<file path="config.mk">
export PLATFORM = sky130hd
export DESIGN_NAME = uart_frame_parser
export DESIGN_NICKNAME = d
export VERILOG_FILES = /design/src/rtl/uart_frame_parser.sv
export SDC_FILE = /design/constraint.sdc
export NUM_CORES = 1
export LEC_CHECK = 0
export ABC_CLOCK_PERIOD_IN_PS = 3900
export CAP_MARGIN = 30
export CORE_MARGIN = 1.5
export CORE_UTILIZATION = 25
export DETAILED_ROUTE_END_ITERATION = 8
export PLACE_DENSITY = 0.37
export SYNTH_ARGS = -nofsm -noshare
export SYNTH_HDL_FRONTEND = slang
export SYNTH_SLANG_ARGS = --single-unit
</file>
<file path="constraint.sdc">
create_clock -name clk -period 3.9 [get_ports clk]
set_input_delay 1.17 -clock clk [delete_from_list [all_inputs] [get_ports clk]]
set_output_delay 1.17 -clock clk [all_outputs]
set_load 0.005 [all_outputs]
</file>
<file path="src/rtl/uart_frame_parser.sv">
// Byte-level frame decoder: HEADER, CMD, LEN, payload, CSUM. Payload lands in an internal buffer.
// Optional inter-byte timeout is built only when FRAME_TIMEOUT_EN is defined.
module uart_frame_parser #(
    parameter int          clk_frequence = 50_000_000,
    parameter int          baud_rate     = 9600,
    parameter logic [7:0]  HEADER        = 8'hA5,
    parameter int          MAX_LEN       = 16,
    parameter int          TIMEOUT_BYTES = 3
) (
    input  logic                         clk,
    input  logic                         rst,
    input  logic [7:0]                   in_data,
    input  logic                         in_flag,
    input  logic [$clog2(MAX_LEN)-1:0]   rd_addr,
    output logic [7:0]                   rd_data,
    output logic                         frame_valid,
    output logic [7:0]                   frame_cmd,
    output logic [$clog2(MAX_LEN+1)-1:0] frame_len,
    output logic                         frame_err,
    output logic [1:0]                   err_code,
    output logic                         busy
);
    localparam int AW = $clog2(MAX_LEN);
    localparam int LW = $clog2(MAX_LEN + 1);
    localparam logic [7:0] MAX_LEN_B = 8'(MAX_LEN);

    typedef enum logic [2:0] {ST_IDLE, ST_CMD, ST_LEN, ST_PAYLOAD, ST_CSUM} state_t;

    state_t          state_r, state_nx_s;
    logic [7:0]      len_r, len_nx_s;
    logic [7:0]      sum_r, sum_nx_s;
    logic [AW-1:0]   idx_r, idx_nx_s;
    logic            frame_valid_r, valid_nx_s;
    logic            frame_err_r, err_nx_s;
    logic [1:0]      err_code_r, code_nx_s;
    logic [7:0]      frame_cmd_r, fcmd_nx_s;
    logic [7:0]      cmd_r, cmd_nx_s;
    logic [LW-1:0]   frame_len_r, flen_nx_s;
    logic [7:0]      rd_data_r;
    logic            busy_r;
    logic            wr_en_s;
    logic            tmo_hit_s;
    logic [7:0]      buf_r [MAX_LEN];

`ifdef FRAME_TIMEOUT_EN
    localparam int TMO_LIMIT = (clk_frequence / baud_rate) * 10 * TIMEOUT_BYTES;
    localparam int CW        = $clog2(TMO_LIMIT) + 1;
    logic [CW-1:0] tmo_cnt_r;

    // Gap counter: runs mid-frame, restarts on every received byte.
    always_ff @(posedge clk or posedge rst) begin
        if (rst) begin
            tmo_cnt_r <= '0;
        end else if (state_r == ST_IDLE || in_flag) begin
            tmo_cnt_r <= '0;
        end else begin
            tmo_cnt_r <= tmo_cnt_r + CW'(1);
        end
    end

    // Fires on the edge where the counter would reach the limit.
    assign tmo_hit_s = (state_r != ST_IDLE) && (tmo_cnt_r == CW'(TMO_LIMIT - 1));
`else
    assign tmo_hit_s = 1'b0;
`endif

    // Next-state, field capture and result decode.
    always_comb begin
        state_nx_s = state_r;
        len_nx_s   = len_r;
        sum_nx_s   = sum_r;
        idx_nx_s   = idx_r;
        cmd_nx_s   = cmd_r;
        valid_nx_s = 1'b0;
        err_nx_s   = 1'b0;
        code_nx_s  = err_code_r;
        fcmd_nx_s  = frame_cmd_r;
        flen_nx_s  = frame_len_r;
        wr_en_s    = 1'b0;
        if (in_flag) begin
            case (state_r)
                ST_IDLE: begin
                    if (in_data == HEADER) begin
                        state_nx_s = ST_CMD;
                    end else begin
                        state_nx_s = ST_IDLE;
                    end
                end
                ST_CMD: begin
                    cmd_nx_s   = in_data;
                    sum_nx_s   = in_data;
                    state_nx_s = ST_LEN;
                end
                ST_LEN: begin
                    len_nx_s = in_data;
                    sum_nx_s = sum_r + in_data;
                    if (in_data > MAX_LEN_B) begin
                        err_nx_s   = 1'b1;
                        code_nx_s  = 2'd1;
                        state_nx_s = ST_IDLE;
                    end else if (in_data == 8'd0) begin
                        state_nx_s = ST_CSUM;
                    end else begin
                        idx_nx_s   = '0;
                        state_nx_s = ST_PAYLOAD;
                    end
                end
                ST_PAYLOAD: begin
                    wr_en_s  = 1'b1;
                    sum_nx_s = sum_r + in_data;
                    idx_nx_s = idx_r + AW'(1);
                    if (8'(idx_r) == len_r - 8'd1) begin
                        state_nx_s = ST_CSUM;
                    end else begin
                        state_nx_s = ST_PAYLOAD;
                    end
                end
                ST_CSUM: begin
                    if (in_data == sum_r) begin
                        valid_nx_s = 1'b1;
                        fcmd_nx_s  = cmd_r;
                        flen_nx_s  = LW'(len_r);
                    end else begin
                        err_nx_s  = 1'b1;
                        code_nx_s = 2'd2;
                    end
                    state_nx_s = ST_IDLE;
                end
                default: begin
                    state_nx_s = ST_IDLE;
                end
            endcase
        end else if (tmo_hit_s) begin
            err_nx_s   = 1'b1;
            code_nx_s  = 2'd3;
            state_nx_s = ST_IDLE;
        end else begin
            state_nx_s = state_r;
        end
    end

    // Control and result registers.
    always_ff @(posedge clk or posedge rst) begin
        if (rst) begin
            state_r       <= ST_IDLE;
            len_r         <= 8'd0;
            sum_r         <= 8'd0;
            idx_r         <= '0;
            cmd_r         <= 8'd0;
            frame_valid_r <= 1'b0;
            frame_err_r   <= 1'b0;
            err_code_r    <= 2'd0;
            frame_cmd_r   <= 8'd0;
            frame_len_r   <= '0;
            busy_r        <= 1'b0;
        end else begin
            state_r       <= state_nx_s;
            len_r         <= len_nx_s;
            sum_r         <= sum_nx_s;
            idx_r         <= idx_nx_s;
            cmd_r         <= cmd_nx_s;
            frame_valid_r <= valid_nx_s;
            frame_err_r   <= err_nx_s;
            err_code_r    <= code_nx_s;
            frame_cmd_r   <= fcmd_nx_s;
            frame_len_r   <= flen_nx_s;
            busy_r        <= (state_nx_s != ST_IDLE);
        end
    end

    // Payload storage, deliberately unreset.
    always_ff @(posedge clk) begin
        if (wr_en_s) begin
            buf_r[idx_r] <= in_data;
        end
    end

    // Registered buffer read port.
    always_ff @(posedge clk or posedge rst) begin
        if (rst) begin
            rd_data_r <= 8'd0;
        end else begin
            rd_data_r <= buf_r[rd_addr];
        end
    end

    assign rd_data     = rd_data_r;
    assign frame_valid = frame_valid_r;
    assign frame_err   = frame_err_r;
    assign err_code    = err_code_r;
    assign frame_cmd   = frame_cmd_r;
    assign frame_len   = frame_len_r;
    assign busy        = busy_r;
endmodule
</file>
## After elaboration in Yosys (flattened, before gate mapping)

Memories as Yosys holds them, arrays and structs flattened. A register that Yosys moved wholly into a read port is not among the register bits.
Cells that the tools add are included.

- Input bits: 15
- Output and inout port bits: 26
- Memories: 1
- Register bits after elaboration: 49
- Logic and storage cells: 64
- RAM bits: 128

Memories:

| name | words | width | read ports | clocked after memory_dff | write ports | RTL line | text |
|---|---|---|---|---|---|---|---|
| buf_r | 16 | 8 | 1 | 1 | 1 | 43 | `logic [7:0] buf_r [MAX_LEN];` |

- Order comparisons: 1
- Muxes and demuxes: 24
- $add $sub $neg: 3
- Equality and inequality tests: 11
- Reductions and logical operators: 13

Operators with widths:

| operator | count |
|---|---|
| one-hot mux 8 bit (2 select lines) | 1 |
| two-way mux 3 bit | 4 |
| one-hot mux 3 bit (4 select lines) | 1 |
| two-way mux 1 bit | 11 |
| adder 8 bit | 1 |
| == test 4 x 8 -> 1 bit | 1 |
| == test 8 bit | 1 |
| == test 8 bit (second input constant) | 1 |
| > comparator 8 x 5 -> 1 bit (second input constant) | 1 |
| zero test 8 bit | 1 |
| two-way mux 4 bit | 2 |
| != test 2 bit (second input constant) | 4 |
| one-hot mux 4 bit (2 select lines) | 1 |
| AND reduction 4 bit | 2 |
| subtractor 8 x 1 -> 8 bit (second input constant) | 1 |
| == test 3 x 2 -> 1 bit (second input constant) | 2 |
| AND reduction 2 bit | 3 |
| nonzero test 2 bit | 3 |
| adder 4 x 1 -> 4 bit (second input constant) | 1 |
| two-way mux 2 bit | 2 |
| one-hot mux 2 bit (2 select lines) | 1 |
| == test 3 x 1 -> 1 bit (second input constant) | 1 |
| == test 3 bit (second input constant) | 1 |
| zero test 3 bit | 1 |
| 4 further kinds | 4 |

## Logic depth before layout (Yosys ltp)

- Depth after elaboration: 6
- Depth in mapped cells: 9
- Gate-level depth less buffers: 9

## Worst setup path before layout

Ideal clock, no wire load.

- Path kind: input to register
- From: in in_flag
- To: mem buf_r[0][0], enable pin
- Path buffers: 0
- Setup slack: 1.020 ns
- Arrival: 2.485 ns
- Data required time: 3.505 ns
- Setup time: 0.395 ns
- Stages: 4
- Path through: inv_1 -> nor2_2 -> nand2_1 -> nor4_1

- Cells in the longest elaborated chain, start to end: 3

Ends and longest elaborated chain:

| element | RTL line | text |
|---|---|---|
| start: declaration | 13 | `input logic in_flag,` |
| two-way mux 1 bit | 80 | `if (in_flag) begin` |
| two-way mux 1 bit | 173 | `if (wr_en_s) begin` |
| two-way mux 1 bit (implied by the code) | 174 | `buf_r[idx_r] <= in_data;` |
| end: declaration | 43 |  |

Every way passes these cells.

## Final worst setup path

- From: in in_flag
- To: mem buf_r[7][5], enable pin

Same word-level chain as after synthesis.

==> results.cfg <==
[run_status]
status = finished, violations left
violations = design-rule violations

[yosys]
synthMuxAreaShare = 0.165
async_flop_share = 0.308
ys.flop_type = edfxtp_1
synth_compound_area_frac = 0.0460
synth_area_leaders = edfxtp_1 (49%), dfrtp_1 (18%), mux4_1 (9.4%), mux4_2 (3.5%), mux2_2 (2.9%)
yosysSeqAreaShare = 0.673
ys_types = 54
synth.top_cell.area_share = 0.491
syn_area_per_cell_um2 = 17.4
yosys.area_share.simple = 0.0602
synth.largest_area_cell = edfxtp_1
synthAdderAreaFrac = 0.0217
synth_top_family_by_area = multiplexers
synth_warnings = 0
synth_edf_count = 128
ys_ff_latch = 185
synthCells = 451
syn-num-nets = 479
synth_area_um2 = 7830
synthXorXnorAreaFrac = 0.0112

[clock_network]
cts_setup_buffers = 0
cts_sinks = 185
cts_tree = done
clkTransAtPathRegs_ps = 70
clkLatencyLatePin_ps = 430
ctsHoldBuffers = 0
cts_resized = 0
clockRootBuffer = clkbuf_16
cts_buffer_depth = 2
h-tree-depth = 4
cts_buffers = 17

[place]
place_congestion = 0.740
port_buffers = 40
dpl.hpwl_mm = 12.7

[layout]
antenna_cells = 0
drive_above_1_share = 0.184
num-nets-final = 547
utilization = 0.306
area_delta_synth_final_pct = 20.3

[critical_path]
max_stage_delay_ps = 560
rr_endpoint = buf_r[7][5]
worst-setup-path-type = primary input to register
cp_num_buf_inv = 2
crit_required_ps = 3960
cp.depth = 6
rrSetupSlack_ps = 1310
r2r_start = state_r[2]
crit_family = simple AND/OR/NAND/NOR gates
cp_max_fo = 8
arrival_ps = 3090
path_cells = clkdlybuf4s50_1, inv_1, nor2_2, nand2_1, nor3b_1, and2_1
start_kind = primary input
critPathSlowestCell = clkdlybuf4s50_1
crit_path_end_kind = register
rr_worst_depth = 5

[hold_path]
hold_start = frame_len[1]
worstHoldPathType = register to register
whs_endpoint = frame_len[1]
whs_path_depth = 2

[global_routing]
grt_usage = 0.125
grt_pass1_wl_mm = 29.7
grt_pass1_vias = 4532
overflow = 0
antenna_found_initial = 2
grt_max_degree = 58

[detailed_routing]
routed_wl_mm = 19.4
drtPass1Iterations = 6
vias_per_cell = 4.53
wire_per_inst_um = 20.9
first_iter_violations = 336
antenna_left = 0
vias = 4207
drc_errors = 3

[power]
fin_total_pwr_w = 0.00431
p_leak_nw = 3.46
p_per_area_nw_per_um2 = 457
max-vdd-ir-drop_uv = 267

[floorplan]
die_h_um = 180
core_area_um2 = 30700
dieWidth_um = 180
num_rows = 64
die_area_um2 = 32400
ios = 41
initial_core_util = 0.255

[sta]
skew_ps = 12.9
period_needed_ps = 3030
tightest_slew_ps = 583
setup_viol = 0
period_share = 0.776
slew_headroom = 0.611
fmax_mhz = 330
slew_viol_final = 0
final-hold-violation-count = 0
timing.setup.tns_ps = 0
rsz0062_at_grt = false

[run]
drv_cap = 0
==> power breakdown <==
| part | leakage, nW | internal [W] | switching, W | total (W) |
|---|---|---|---|---|
| clock | 0.285 | 0.000908 | 0.000823 | 0.00173 |
| sequential | 1.90 | 0.00215 | 0.0000371 | 0.00219 |
| combinational | 1.28 | 0.000179 | 0.000207 | 0.000385 |
==> registers in the layout, summed over array words and instances, names as in the netlist, 3 cells and up <==
name       count
frame_len      5
len_r          8
state_r        3
buf_r        128
rd_data        8
cmd_r          8
frame_cmd      8
idx_r          4
sum_r          8
==> synth_stat cells (2+ instances only) <==
cell type,n
o21ai_0,22
nor3_1,7
mux4_2,12
dfrtp_1,57
nor2_1,13
ha_1,12
mux2_4,3
a32oi_1,2
o211ai_1,2
mux4_1,28
mux2_2,20
xnor2_1,6
o21a_1,3
buf_2,3
nor2b_1,5
a22o_1,2
buf_1,5
and2_1,8
a31oi_1,4
nand2b_1,3
a21oi_1,7
mux2i_1,2
buf_6,4
edfxtp_1,128
nor3b_1,3
a211oi_1,2
xor2_1,4
a21o_1,4
nand3_1,3
nand2_1,24
inv_1,17
nor4_1,10
clkbuf_1,5
==> final cells by class <==
cell class | instances | area, um2
inverters | 17 | 63.8
repair buffers | 67 | 623
clock inverters | 15 | 160
clock buffers | 17 | 425
fillers | 3010 | 21300
well taps | 396 | 495
multi-input cells | 231 | 2390
flip-flops and latches | 185 | 5270
==> cell usage in the layout (no fill, tap or decap), types with 3 or more instances in the layout <==
| cell type | netlist | layout |
|---|---|---|
| a21oi_1 | 7 | 7 |
| nand2_1 | 24 | 24 |
| and2_1 | 8 | 8 |
| dfrtp_1 | 57 | 57 |
| mux2_2 | 20 | 20 |
| inv_1 | 17 | 16 |
| clkbuf_16 | 0 | 17 |
| a31oi_1 | 4 | 4 |
| nor2b_1 | 5 | 5 |
| inv_8 | 0 | 3 |
| nor4_1 | 10 | 10 |
| ha_1 | 12 | 12 |
| xnor2_1 | 6 | 6 |
| nor3_1 | 7 | 7 |
| mux4_1 | 28 | 28 |
| a21o_1 | 4 | 4 |
| o21a_1 | 3 | 3 |
| inv_6 | 0 | 3 |
| mux2_4 | 3 | 3 |
| clkdlybuf4s50_1 | 0 | 39 |
| nor3b_1 | 3 | 3 |
| nand2b_1 | 3 | 3 |
| edfxtp_1 | 128 | 128 |
| o21ai_0 | 22 | 22 |
| buf_4 | 0 | 25 |
| mux4_2 | 12 | 12 |
| nor2_1 | 13 | 13 |
| xor2_1 | 4 | 4 |
| nand3_1 | 3 | 3 |
==> worst min-delay path, delay by kind of cell, from the launching register on <==
kind | cells | cell delay, ps
AO/OA/AOI/OAI | 1 | 60
flip-flops | 1 | 350
AND/OR/NAND/NOR | 1 | 40
==> stage by stage <==
step / hold WS (ps) / cell area, um2 / instances / setup slack, ps
4_1_cts: 496 / 9420 / 928 / 899
2_1_floorplan: 454 / 7830 / 451 / 1020
3_5_place_dp: 479 / 8840 / 896 / 443
6_report: 490 / 9420 / 928 / 872
5_1_grt: 529 / 9420 / 928 / 745
3_3_place_gp: 475 / 8840 / 896 / 412
==> metal layers <==
layer,vias to the layer above,GRT usage,wire length (um)
li1,1927,-,-
met2,101,0.195,8980
met1,2169,0.177,9420
met3,10,0.0290,837
met4,0,0.0288,169
met5,-,0,0
==> kinds of logic after synthesis <==
kind of cell / count (synthesis)
DFF: 185
and+or+nand+nor: 86
muxes: 65
AOI/OAI and AO/OA: 57
buffers and inverters: 35
adders and majority gates: 13
xor gates and xnor gates: 10
==> worst max path at each step <==
stage / from / to / slack [ps]
floorplan: in_flag / buf_r[0][0] / 1020
global placement: in_data[3] / err_code[1] / 410
detailed placement: in_flag / buf_r[7][4] / 440
CTS: in_data[1] / sum_r[7] / 900
global route: in_flag / buf_r[7][5] / 740
finish: in_flag / buf_r[7][5] / 870
No activity file was read; power rests on OpenSTA's default activity.
